## src/rtl/pmc_pkg.sv

```systemverilog
// Shared PMC types and constants: data word layout, shift FSM states and
// control/status register layouts.
package pmc_pkg;

   localparam int PMC_LANES          = 16;
   localparam int PMC_WORD_W         = 32;
   localparam int PMC_DIV_W          = 8;
   localparam int PMC_SHIFT_MAX_BITS = 32;

   typedef logic [PMC_LANES-1:0][PMC_WORD_W-1:0] pmc_data_t;

   typedef enum logic [1:0] {IDLE, LOW, HIGH, FIN} pmc_shift_state_t;

   typedef struct packed {
      logic [24:0] res;
      logic [5:0]  bit_count;
      logic        shift_start;
   } pmc_cr_t;

   typedef struct packed {
      logic [30:0] res;
      logic        shift_busy;
   } pmc_sr_t;

   // 0 and anything above the word width both mean a full word
   function automatic logic [5:0] pmc_eff_bits(input logic [5:0] bc);
      return (bc == 6'd0 || bc > 6'(PMC_SHIFT_MAX_BITS)) ? 6'(PMC_SHIFT_MAX_BITS) : bc;
   endfunction

endpackage

```

## src/rtl/pmc_shift_clkgen.sv

```systemverilog
// Half-period divider for the matrix shift clock; phase_end marks the last
// clk cycle of each LOW/HIGH phase.
module pmc_shift_clkgen #(
   parameter int DIV_W = 8
) (
   input  logic             clk,
   input  logic             rst,
   input  logic             run,
   input  logic [DIV_W-1:0] div,
   output logic             phase_end
);

   logic [DIV_W-1:0] cnt;

   assign phase_end = run && (cnt == div);

   always_ff @(posedge clk) begin
      if (rst || !run || phase_end) cnt <= '0;
      else                          cnt <= cnt + DIV_W'(1);
   end

endmodule

```

## src/rtl/pmc_shift_engine.sv

```systemverilog
// Serial shift engine: shifts dout words MSB-first over parallel lanes with a
// divided shift clock while capturing the returning streams into din words.
module pmc_shift_engine
   import pmc_pkg::*;
#(
   parameter int LANES  = PMC_LANES,
   parameter int WORD_W = PMC_WORD_W,
   parameter int DIV_W  = PMC_DIV_W
) (
   input  logic                          clk,
   input  logic                          rst,
   input  logic                          start,
   input  logic [5:0]                    bit_count,
   input  logic [DIV_W-1:0]              clk_div,
   input  logic [LANES-1:0][WORD_W-1:0]  dout_i,
   output logic [LANES-1:0][WORD_W-1:0]  din_o,
   output logic                          busy,
   output logic                          done,
   output logic                          mtx_clk_sh,
   output logic [LANES-1:0]              mtx_dout,
   input  logic [LANES-1:0]              mtx_din
);

   pmc_shift_state_t                state;
   logic [LANES-1:0][WORD_W-1:0]    sh_q, sh_nxt;
   logic [LANES-1:0][WORD_W-1:0]    cap_q, cap_nxt;
   logic [5:0]                      cnt_q;
   logic [DIV_W-1:0]                div_q;
   logic                            run, phase_end;

   assign run = (state == LOW) || (state == HIGH);

   pmc_shift_clkgen #(.DIV_W(DIV_W)) u_clkgen (
      .clk       (clk),
      .rst       (rst),
      .run       (run),
      .div       (div_q),
      .phase_end (phase_end)
   );

   // mtx_dout comes straight off the shift register MSBs, so it only moves
   // when the register loads at start or shifts on the clk_sh falling edge
   for (genvar k = 0; k < LANES; k++) begin : g_lane
      assign sh_nxt[k]   = {sh_q[k][WORD_W-2:0], 1'b0};
      assign cap_nxt[k]  = {cap_q[k][WORD_W-2:0], mtx_din[k]};
      assign mtx_dout[k] = sh_q[k][WORD_W-1];
   end

   always_ff @(posedge clk) begin
      if (rst) begin
         state      <= IDLE;
         sh_q       <= '0;
         cap_q      <= '0;
         cnt_q      <= '0;
         div_q      <= '0;
         din_o      <= '0;
         busy       <= 1'b0;
         done       <= 1'b0;
         mtx_clk_sh <= 1'b0;
      end else begin
         done <= 1'b0;
         case (state)
            IDLE: if (start) begin
               sh_q  <= dout_i;
               cap_q <= '0;
               cnt_q <= pmc_eff_bits(bit_count);
               div_q <= clk_div;
               busy  <= 1'b1;
               state <= LOW;
            end
            LOW: if (phase_end) begin
               mtx_clk_sh <= 1'b1;
               state      <= HIGH;
            end
            HIGH: if (phase_end) begin
               mtx_clk_sh <= 1'b0;
               sh_q       <= sh_nxt;
               cap_q      <= cap_nxt;
               cnt_q      <= cnt_q - 6'd1;
               if (cnt_q == 6'd1) begin
                  busy  <= 1'b0;
                  done  <= 1'b1;
                  state <= FIN;
               end else begin
                  state <= LOW;
               end
            end
            FIN: begin
               din_o <= cap_q;
               state <= IDLE;
            end
            default: state <= IDLE;
         endcase
      end
   end

endmodule

```

## config.mk

```make
export PLATFORM = sky130hd
export DESIGN_NAME = pmc_shift_engine
export DESIGN_NICKNAME = d
export VERILOG_FILES = /design/src/rtl/pmc_pkg.sv /design/src/rtl/pmc_shift_clkgen.sv /design/src/rtl/pmc_shift_engine.sv
export SDC_FILE = /design/constraint.sdc
export NUM_CORES = 2
export LEC_CHECK = 0
export ABC_CLOCK_PERIOD_IN_PS = 7200
export CAP_MARGIN = 20
export CORE_AREA = 2 2 417 419
export CTS_CLUSTER_DIAMETER = 100
export DETAILED_ROUTE_END_ITERATION = 10
export DIE_AREA = 0 0 419 421
export PLACE_DENSITY = 0.65
export SETUP_SLACK_MARGIN = 0.3
export SLEW_MARGIN = 20
export SYNTH_ARGS = -nofsm -noshare
export SYNTH_HDL_FRONTEND = slang
export SYNTH_HIERARCHICAL = 1
export SYNTH_SLANG_ARGS = --single-unit
export TNS_END_PERCENT = 5
```

## constraint.sdc

```tcl
create_clock -name clk -period 7.2 [get_ports clk]
set_input_delay 1.08 -clock clk [delete_from_list [all_inputs] [get_ports clk]]
set_output_delay 1.08 -clock clk [all_outputs]
set_load 0.02 [all_outputs]
```

### After elaboration in Yosys (flattened, before gate mapping)

Cells that the tools add are included.

* bitwise logic cells: 2
* reductions and logical operators: 16
* add/subtract/negate cells: 2
* equality and inequality tests: 9
* mux-type cells: 23
* order comparisons: 1

Operator list (count)
* 2-to-1 mux 512 bit: 4
* case mux 512 bit (2 select lines): 2
* 2-to-1 mux 6 bit: 3
* case mux 6 bit (2 select lines): 1
* AND reduction 3 bit: 3
* adder 8 x 1 -> 8 bit, second input constant: 1
* == test 8 bit: 1
* 2-to-1 mux 2 bit: 4
* case mux 2 bit (4 select lines): 1
* == test 6 x 1 -> 1 bit, second input constant: 1
* greater-than comparator 6 bit, second input constant: 1
* logical NOT 6 bit: 1
* 2-to-1 mux 1 bit: 6
* != test 2 x 1 -> 1 bit, second input constant: 3
* subtractor 6 x 1 -> 6 bit, second input constant: 1
* == test 2 bit, second input constant: 2
* logical OR 1 bit: 4
* case mux 1 bit (2 select lines): 2
* AND reduction 4 bit: 1
* nonzero test 2 bit: 2
* OR reduction 3 bit: 1
* == test 2 x 1 -> 1 bit, second input constant: 1
* logical NOT 2 bit: 1
* != test 2 bit, second input constant: 1
* other kinds (4): 5

* output and inout port bits: 531
* bits of input ports: 545
* word-level logic and storage cells: 108
* flip-flop bits (word level): 1563

### Longest topological paths before layout

* depth after elaboration: 5
* mapped depth: 11
* gate-level depth less buffers: 7

### Modules after synthesis

Netlist, hierarchy kept.

By module, submodules not included
* pmc_shift_engine: instances 1, area each 60140.2 um2, cells an instance 5738, sequential area each 31129.9 um2
* pmc_shift_clkgen: instances 1, area each 474.2 um2, cells an instance 48, sequential area each 160.2 um2

### Worst setup path before layout

OpenSTA, ideal clock, no wires.

* path type: register -> register
* start: register u_clkgen.cnt[2]
* end: register sh_q (netlist bit sh_nxt[100])
* path buffers: 5
* path slack: 4.855 ns
* library setup time: 0.146 ns
* data required time: 7.054 ns
* period minus slack after synthesis: 2.345 ns
* arrival time: 2.199 ns
* cell stages (with the launch flop): 12
* cells stage by stage: dfxtp_1 > buf_6 > xor2_1 > nor4_4 > and3_1 > nand2b_1 > o211a_1 > buf_6 > buf_12 > buf_12 > buf_8 > a211oi_2

* cells in the longest elaborated chain, start to end: 4

RTL lines
* start: declaration: RTL line pmc_shift_clkgen.sv:13 `logic [DIV_W-1:0] cnt;`
* start signal: assignment: RTL line pmc_shift_clkgen.sv:19 `else cnt <= cnt + DIV_W'(1);`
* == test 8 bit: RTL line pmc_shift_clkgen.sv:15 `assign phase_end = run && (cnt == div);`
* logical AND 1 bit: RTL line pmc_shift_clkgen.sv:15
* named net phase_end: RTL line pmc_shift_engine.sv:29 `logic run, phase_end;`
* != test 2 x 1 -> 1 bit (no line)
* AND reduction 3 bit (no line)
* end signal: assignment: RTL line pmc_shift_engine.sv:64 `sh_q <= dout_i;`
* end signal: assignment: RTL line pmc_shift_engine.sv:77 `sh_q <= sh_nxt;`
* end: declaration: RTL line pmc_shift_engine.sv:25 `logic [LANES-1:0][WORD_W-1:0] sh_q, sh_nxt;`

The timed path passes the listed nets, and every way through them passes these cells.
A chain may end at the register's enable or synchronous reset.

### Worst setup path after layout

* start: register state[0]
* end: register sh_q (netlist bit mtx_dout[9])

* cells in the longest elaborated chain, start to end: 5
* elaborated cells on any way between the ends: 10
* those cells by class: eq/ne (4); mux (1); reduce/logical (5)

RTL lines
* start: declaration: RTL line pmc_shift_engine.sv:24 `pmc_shift_state_t state;`
* start signal: assignment: RTL line pmc_shift_engine.sv:51 `state <= IDLE;`
* start signal: assignment: RTL line pmc_shift_engine.sv:69 `state <= LOW;`
* start signal: assignment: RTL line pmc_shift_engine.sv:73 `state <= HIGH;`
* == test 2 x 1 -> 1 bit / == test 2 bit (equally long branches): RTL line pmc_shift_engine.sv:31, pmc_shift_engine.sv:62
* logical OR 1 bit: RTL line pmc_shift_engine.sv:31 `assign run = (state == LOW) || (state == HIGH);`
* logical AND 1 bit: RTL line pmc_shift_clkgen.sv:15
* != test 2 x 1 -> 1 bit (no line)
* AND reduction 3 bit (no line)

Several ways; a longest one is shown, not always the timed one.

==> impl_results.md <==
- Clk root buf: clkbuf_16
- TritonCTS clock tree: done
- Die W: 419 um
- DP HPWL: 131900 um
- Clock Path Buffers: 3
- Adder-Cell Fraction of Synth Area: 0.001445
- Crit Path Max Fanout: 51
- Largest net degree at the start of global routing: 229
- Critical path capture point type: flip-flop
- Seq cells post-synth: 1563
- Non-filler cells, final: 9045
- GRT Total Usage: 0.2095
- Placer Congestion: 0.9254
- Clk sinks: 1563
- Routed wire per std cell: 21.23 um
- Initial antenna violation count: 49
- Synth Area in XOR/XNOR: 0.001589
- Worst Skew: 0.05309 ns
- Die H: 421 um
- Vias per cell: 5.008
- Peak VDD IR: 548.3 uV
- Average cell area after synthesis: 10.48 um2
- Syn_nets: 6338
- # placed instances: 8706
- DRC: 0
- Pwr per Cell Area: 358.8 nW/um2
- Worst Hold Class: flip-flop to flip-flop
- Input/output buffers: 1075
- # IOs: 1076
- Met2 routed WL: 91760 um
- First-pass DRT Iterations: 6
- Delay-heaviest family, CP: buffers and inverters
- # rows: 153
- DRT iter0 DRCs: 3121
- First-pass GRT wire length: 283000 um
- YS warnings: 6
- CTS H-tree lvls: 4
- Max Used Layer: met5
- Worst relative slew slack: 0.1756
- Worst EP arrival: 4.65 ns
- Status: finished, final reports clean
- Total gr overflow: 0
- Hold WS: 0.4729 ns
- Starting Density: 0.3514
- Crit path required time: 7.84 ns
- Mux cell area share after synthesis: 0.1665
- Post-CTS Resized: 0
- Met3 WL post-DR: 13740 um
- Total clock buffers created by CTS: 166
- Multi-input logic area: 26450 um2
- CP peak stage delay: 0.89 ns
- Setup TNS: 0 ns
- Cts hold-fix bufs: 0
- Static leakage: 25.96 nW
- Share of post-route cells with drive strength above 1: 0.1057
- Count of final setup violators: 0
- Clk pin slew, worst setup/hold paths: 0.06 ns
- Post CTS Setup Buffer Count: 0
- Post-Syn Instances: 5786
- Register area: 31290 um2
- Die ar.: 176400 um2
- Synth Cell Area: 60610 um2
- Crit-path most repeated cell: buf_4
- Critical path class: flip-flop to flip-flop
- Max Cap Viol: 0
- Vias: 45300
- Metal-1 WL: 76490 um
- Tightest Pin Transition: 1.237 ns
- FILL cells: 16150
- Post-DRT Antenna Nets: 0
- Sequential share of the synthesized area: 0.5162
- Clk Latency, worst-skew pair: 0.83 ns
- Simple-gate share of the synthesized area: 0.1011
- Fmax: 249.3 MHz
- Hold Vio Cnt, Final: 0
- Final Critical Period: 4.011 ns
- Layout area overhead: 28.31%
- Final-stage net count: 7101
- Synth Area in Compound Gates: 0.1648
- Pins over their slew limit: 0
- Buffers & Inverters on Critical Path: 3
- RSZ-0062 raised after global routing: no
- Number of global-route vias before repair: 43880
- Post-synth cell types: 44
- Final period util: 0.5571
- Crit-path cells: inv_1 > ha_4 > buf_4 > buf_4 > mux2i_1 > a211oi_1
- Final wirelength: 192100 um
- Highest-delay cell along the critical path: mux2i_1
- Core Area: 172500 um2
- Type of origin of the critical path: flip-flop
- Largest family of logic cells by synthesized area: multiplexers
## worst reg2reg max path, cell delays in order, from the launching register on
cell      delay, ns
dfxtp_1        0.37
inv_1          0.14
ha_4           0.69
buf_4          0.76
buf_4          0.83
mux2i_1        0.91
a211oi_1       0.18
## state kept, by name (all words and copies together) (netlist names)
signal,count
busy,1
cap_nxt,496
cap_q,16
cnt_q,6
din_o,512
div_q,8
done,1
mtx_clk_sh,1
mtx_dout,16
sh_nxt,496
state,2
u_clkgen/cnt,8
## logic make-up (layout without fill, tap and decap cells)
| logic type | Yosys count | in the layout |
|---|---|---|
| XOR/XNOR | 11 | 11 |
| other | 0 | 33 |
| adder cells (fa/ha/maj) | 7 | 7 |
| multiplexers | 1008 | 1008 |
| buffers and inverters | 528 | 1429 |
| flip-flops | 1563 | 1563 |
| AND/OR/NAND/NOR | 1598 | 1598 |
| AO/OA/AOI/OAI | 1071 | 1071 |
## stage by stage
stage,total power [mW],cell area (um2),setup slack (ns),utilization
after CTS,28.14,77690,3.303,0.4504
final,27.91,77780,3.189,0.4509
after global routing,29.39,77750,3.030,0.4508
after detailed placement,19.28,72040,3.055,0.4177
after floorplan,18.14,60610,4.855,-
after global placement,19.02,72040,3.182,0.4177
## layout by cell type (no fill, tap or decap), drive strengths merged, types with 2 or more instances in the layout
cell and n:
a22oi 528, clkinv 34, buf 41, clkdlybuf4s50 1074, a211oi 505, dfxtp 1563
nor4 2, nor3b 3, nor3 3, nand2b 4, a21oi 16, and3 3
inv 16, xor2 10, bufinv 11, a221oi 3, o21ai 10, o21a 2
nor2 1544, nor2b 3, or3 3, ha 7, mux2i 1008, nand2 13
diode 33, clkbuf 252, nand3 16
## layer usage
metal  vias up  track usage
li1      21970            -
met1     21840       0.2376
met2      1126       0.3475
met3       338      0.06718
met4        20       0.1146
met5         -            0
## area by class of cell
| cell class | instances | area share |
|---|---|---|
| Sequential cell | 1563 | 0.4023 |
| Multi-Input combinational cell | 3695 | 0.3400 |
| Timing Repair Buffer | 1115 | 0.1461 |
| Clock buffer | 252 | 0.06234 |
| Tap cell | 2325 | 0.03740 |
| Clock inverter | 54 | 0.01033 |
| Antenna cell | 33 | 0.001062 |
| Inverter | 8 | 0.0003861 |
## path summary, 6_finish.rpt
check	slack, ns	depth (start not counted)	startpoint	to
max	3.19	6	state[0]	mtx_dout[9]
min	0.47	2	div_q[0]	div_q[0]
max reg2reg	3.19	6	state[0]	mtx_dout[9]
min reg2reg	0.47	2	div_q[0]	div_q[0]
## where the power goes
group | total (mW) | switching, mW | internal [mW]
sequential | 11.1 | 0.864 | 10.2
clock | 8.79 | 3.69 | 5.10
combinational | 8.06 | 5.06 | 3.01
## Yosys cell counts, drive strengths merged
| master | instances | area, um2 |
|---|---|---|
| xor2 | 10 | 87.58 |
| a31oi | 1 | 6.260 |
| xnor2 | 1 | 8.760 |
| mux2i | 1008 | 10090 |
| o211a | 1 | 10.01 |
| or3 | 3 | 18.77 |
| a311oi | 1 | 8.760 |
| a211oi | 505 | 5793 |
| nor4 | 2 | 42.54 |
| nand2b | 4 | 32.53 |
| o211ai | 1 | 12.51 |
| nor2 | 1544 | 5798 |
| ha | 7 | 87.58 |
| a22oi | 528 | 3964 |
| nand3 | 16 | 80.08 |
| nand4b | 1 | 8.760 |
| nor3b | 3 | 22.52 |
| nand3b | 1 | 7.510 |
| dfxtp | 1563 | 31290 |
| o31a | 1 | 8.760 |
| a221oi | 3 | 26.28 |
| o21a | 2 | 15.01 |
| o21ai | 10 | 50.05 |
| clkbuf | 205 | 769.5 |
| buf | 315 | 2132 |
| a21oi | 16 | 80.08 |
| nand2 | 13 | 51.30 |
| and3 | 3 | 18.77 |
| inv | 8 | 30.03 |
| nor2b | 3 | 18.77 |
| o2bb2ai | 1 | 8.760 |
| nand4 | 1 | 6.260 |
| a21boi | 1 | 7.510 |
| nor3 | 3 | 15.01 |
| or4 | 1 | 7.510 |
(Power assumes the default switching activity.)
